<file path="src/rtl/frame_writer.sv">
// Packs pairs of RGB444 pixels into 24-bit words and writes them to sequential frame-buffer addresses.
// Optional FRAME_WRITER_CNT_EN adds an 8-bit wrapping count of completed frames (o_frame_cnt).
module frame_writer #(
  parameter int WORDS = 2048,
  parameter int AW    = 11,
  parameter int PW    = 12
) (
  input  logic            i_clk,
  input  logic            i_rst,
  input  logic            i_px_valid,
  output logic            o_px_ready,
  input  logic [PW-1:0]   i_px_data,
  input  logic            i_px_sof,
  input  logic            i_freeze,
  output logic            o_we_a,
  output logic [AW-1:0]   o_w_address,
  output logic [2*PW-1:0] o_w_data,
  output logic            o_frame_done,
`ifdef FRAME_WRITER_CNT_EN
  output logic [7:0]      o_frame_cnt,
`endif
  output logic            o_sync_err
);

  typedef enum logic [1:0] {
    IDLE = 2'd0,
    EVEN = 2'd1,
    ODD  = 2'd2
  } state_t;

  state_t            r_state;
  logic [AW-1:0]     r_ptr;
  logic [PW-1:0]     r_rgb0;
  logic              r_we;
  logic [AW-1:0]     r_addr;
  logic [2*PW-1:0]   r_data;
  logic              r_done;
  logic              r_err;

  state_t            w_state_nxt;
  logic [AW-1:0]     w_ptr_nxt;
  logic [PW-1:0]     w_rgb0_nxt;
  logic              w_we_nxt;
  logic [AW-1:0]     w_addr_nxt;
  logic [2*PW-1:0]   w_data_nxt;
  logic              w_done_nxt;
  logic              w_err_nxt;
  logic              w_ready;
  logic              w_acc;
  logic              w_last;

  // Freeze only gates frame starts; an in-progress frame always drains.
  assign w_ready = ~i_rst & ~((r_state == IDLE) & i_freeze);
  assign w_acc   = i_px_valid & w_ready;
  assign w_last  = (r_ptr == AW'(WORDS - 1));

  always_comb begin
    w_state_nxt = r_state;
    w_ptr_nxt   = r_ptr;
    w_rgb0_nxt  = r_rgb0;
    w_we_nxt    = 1'b0;
    w_addr_nxt  = r_addr;
    w_data_nxt  = r_data;
    w_done_nxt  = 1'b0;
    w_err_nxt   = 1'b0;
    if (w_acc) begin
      if (i_px_sof) begin
        // A start-of-frame always restarts packing; mid-frame it drops any half word.
        w_err_nxt   = (r_state != IDLE);
        w_rgb0_nxt  = i_px_data;
        w_ptr_nxt   = '0;
        w_state_nxt = ODD;
      end else begin
        case (r_state)
          EVEN: begin
            w_rgb0_nxt  = i_px_data;
            w_state_nxt = ODD;
          end
          ODD: begin
            w_we_nxt   = 1'b1;
            w_addr_nxt = r_ptr;
            w_data_nxt = {r_rgb0, i_px_data};
            if (w_last) begin
              w_done_nxt  = 1'b1;
              w_ptr_nxt   = '0;
              w_state_nxt = IDLE;
            end else begin
              w_ptr_nxt   = r_ptr + 1'b1;
              w_state_nxt = EVEN;
            end
          end
          default: w_state_nxt = IDLE;
        endcase
      end
    end
  end

  always_ff @(posedge i_clk) begin
    if (i_rst) begin
      r_state <= IDLE;
      r_ptr   <= '0;
      r_rgb0  <= '0;
      r_we    <= 1'b0;
      r_addr  <= '0;
      r_data  <= '0;
      r_done  <= 1'b0;
      r_err   <= 1'b0;
    end else begin
      r_state <= w_state_nxt;
      r_ptr   <= w_ptr_nxt;
      r_rgb0  <= w_rgb0_nxt;
      r_we    <= w_we_nxt;
      r_addr  <= w_addr_nxt;
      r_data  <= w_data_nxt;
      r_done  <= w_done_nxt;
      r_err   <= w_err_nxt;
    end
  end

`ifdef FRAME_WRITER_CNT_EN
  logic [7:0] r_frame_cnt;

  always_ff @(posedge i_clk) begin
    if (i_rst) begin
      r_frame_cnt <= 8'd0;
    end else if (w_done_nxt) begin
      r_frame_cnt <= r_frame_cnt + 8'd1;
    end
  end

  assign o_frame_cnt = r_frame_cnt;
`endif

  assign o_px_ready   = w_ready;
  assign o_we_a       = r_we;
  assign o_w_address  = r_addr;
  assign o_w_data     = r_data;
  assign o_frame_done = r_done;
  assign o_sync_err   = r_err;

endmodule

</file>
<file path="config.mk">
export PLATFORM = sky130hd
export DESIGN_NAME = frame_writer
export DESIGN_NICKNAME = d
export VERILOG_FILES = /design/src/rtl/frame_writer.sv
export SDC_FILE = /design/constraint.sdc
export NUM_CORES = 1
export LEC_CHECK = 0
export CAP_MARGIN = 5
export CORE_MARGIN = 4
export CORE_UTILIZATION = 49
export CTS_CLUSTER_SIZE = 20
export DETAILED_ROUTE_END_ITERATION = 10
export PLACE_DENSITY = 0.78
export SETUP_SLACK_MARGIN = 0.5
export SYNTH_ARGS = -nofsm -noshare
export SYNTH_HDL_FRONTEND = slang
export SYNTH_SLANG_ARGS = --single-unit
</file>
<file path="constraint.sdc">
create_clock -name i_clk -period 2.3 [get_ports i_clk]
set_clock_uncertainty 0.2 [all_clocks]
set_input_delay 0.46 -clock i_clk [delete_from_list [all_inputs] [get_ports i_clk]]
set_output_delay 0.46 -clock i_clk [all_outputs]
set_load 0.01 [all_outputs]
</file>
==> qor.yml <==
global_routing:
  grt_usage_pct: 19.3
  grt_overflow: 0
  grt_max_degree: 54
  grt_pass1_vias: 2050
  grt_pass1_wl_um: 9320
  antenna_found_initial: 0
cells_and_area:
  regArea_um2: 1270
  antenna_cells: 0
  fin_nets: 363
  layout_common_cells: "nand2_1 (76), dfxtp_1 (57), a21oi_1 (41), dlygate4sd2_1 (39), nor2_1 (20)"
  layout_commonest_cell: "nand2_1"
  drive_gt1_share_pct: 14.6
  multiInputGateArea_um2: 1070
  syn_to_final_growth_pct: 37.9
  fill_cells: 357
  utilization_pct: 72.0
synthesis:
  yosysUniqueCellTypes: 27
  synth_edf_count: 0
  async_reset_ff_share_pct: 0
  avgSynthCellArea_um2: 8.34
  synth_flop_cell: "dfxtp_1"
  yosysSeqAreaShare_pct: 53.6
  ys_ff_latch: 63
  syn_inst: 282
  yosys_warnings: 0
  synth_area_um2: 2350
  yosysTopAreaCellShare_pct: 53.6
  syn_nets: 300
  yosys-top-cells-area: "dfxtp_1 (54%), nand2_1 (12%), a21oi_1 (9.6%)"
  yosysTopAreaCell: "dfxtp_1"
clock_tree:
  cts_buffers: 9
  clk_pin_slew_ns: 0.07
  cts.sinks: 63
  clkLatencyLatePin_ns: 0.33
  cts-root-buf: "clkbuf_8"
  cts_buffer_depth: 2
  htreeDepth: 3
  cts_tree: "done"
flow_run:
  cap_violations: 0
critical_path:
  critPathLaunchType: "input pin"
  cp_cell_sequence: "clkdlybuf4s50_1 -> or3_4 -> buf_4 -> a21oi_1 -> o21ai_0 -> a21oi_2"
  max_stage_delay_ns: 0.43
  cpMaxStageDelayCell: "clkdlybuf4s50_1"
  end_kind: "register"
  cp.arrival_ns: 1.88
  required_ns: 2.37
  critPathMaxFanout: 10
  critical_path_class: "input pin to register"
sta:
  period_needed_ns: 1.81
  hold_viol_final: 0
  finalSetupViolCount: 0
  drv_slew: 0
  max_freq_ghz: 0.553
  rsz0062_at_grt: "true"
  fin_ws_ns: 0.491
  maxSlewHeadroom_pct: 64.1
  fin_crit_sh_pct: 78.7
  tightest_slew_ns: 0.539
die:
  die_height_um: 77.3
  start_util_pct: 52.2
  die-area_um2: 5970
  core_um2: 4500
  dieWidth_um: 77.3
  num_rows: 24
  io_pins: 56
routing:
  routed_wl_um: 5580
  drt-vias-per-instance: 5.24
  vias: 2102
  drtPass1Iterations: 4
  wire_per_inst_um: 13.9
  ant_nets: 0
  drc: 0
  dr.first_iter.drc_count: 163
placement:
  hpwlAfterDp_um: 3650
  pre_cts_slack_ns: -0.126
  port_buffers: 55
  place_congestion: 0.849
status:
  status: "complete, no violations"
power:
  ir_drop_uv: 405
  power_density_nw_per_um2: 659
  cellLeakagePower_uw: 0.00134
min_path:
  hold_class: "register to register"
[path summary, 6_finish.rpt]
check / start / to / slack [ns] / cells after the start
setup / recovery: i_px_sof / r_ptr[10]$_SDFFE_PP0P_ / 0.49 / 6
hold / removal: o_w_data[7]$_SDFFE_PP0P_ / o_w_data[7]$_SDFFE_PP0P_ / 0.25 / 2
setup reg to reg: r_state[0]$_SDFFE_PP0N_ / r_ptr[10]$_SDFFE_PP0P_ / 0.51 / 6
hold reg to reg: o_w_data[7]$_SDFFE_PP0P_ / o_w_data[7]$_SDFFE_PP0P_ / 0.25 / 2
[kinds of logic after synthesis]
family | after synthesis | synth area share (%)
AOI/OAI and AO/OA | 62 | 14.3
adders and majority gates | 1 | 0.532
DFF | 63 | 53.6
muxes | 13 | 5.53
buffers and inverters | 23 | 4.31
and+or+nand+nor | 117 | 20.6
xor gates and xnor gates | 3 | 1.12
[final cells by class]
class	instances	area share, %
clock buffer	12	4.78
sequential	63	39.1
multi-input combinational	197	32.9
clock inverter	3	1.31
inverter	5	0.578
timing repair buffer	69	19.4
tap	52	2.01
[metal layers]
layer / part of all wire, % / global-route usage (%) / up-vias / wire length (um)
met2: 48 / 30.9 / 60 / 2670
met3: 7.2 / 7.96 / 7 / 401
met1: 44 / 22.7 / 971 / 2440
li1: - / - / 1064 / -
met4: 1.3 / 8.36 / 0 / 70
met5: 0 / 0 / - / 0
[synth_stat cells, drive strengths merged (2+ instances only)]
master	n
dfxtp	63
nand4	2
a22o	3
nor2	23
inv	5
o21ai	10
nand3	5
a31oi	3
clkbuf	11
nand2b	5
xor2	2
nand2	76
a21oi	45
buf	7
mux2i	13
[sequential cells by signal (all words and copies together) (netlist names)]
signal and flops:
o_w_data 24, r_rgb0 12, o_w_address 11, r_ptr 11
r_state 2, o_frame_done 1, o_sync_err 1, o_we_a 1
[where the power goes]
group / internal, uW / switching [uW] / leakage (uW) / total (uW)
sequential: 1100 / 4.03 / 0.000511 / 1100
clock: 552 / 395 / 0.0000985 / 947
combinational: 44.8 / 45.4 / 0.000731 / 90.2
total: 1690 / 445 / 0.00134 / 2140
[timing repair]
item | CTS | global route
resized for setup | 51 | 15
hold buffers | 0 | 0
endpoints found under the setup margin | 88 | 36
pin swaps | 3 | 3
buffers inserted | 2 | 2
cloned | 1 | 0
[through the flow]
stage                     total power, uW  setup TNS, ns  instances  instance area [um^2]  hold slack, ns
final                                2140              0        401                  3240           0.250
after global routing                 2220              0        401                  3240           0.269
after CTS                            2160              0        399                  3190           0.254
after detailed placement             1220          -2.85        381                  3000           0.246
after global placement               1220          -1.19        381                  3000           0.239
after floorplan                      1170              0        282                  2410           0.228
[worst max-delay path: cells and delay by family]
family / cells / cell delay (ns)
and+or+nand+nor: 1 / 0.40
AOI/OAI and AO/OA: 3 / 0.38
buffers and inverters: 2 / 0.63
Power figures use the tool's default switching activity.
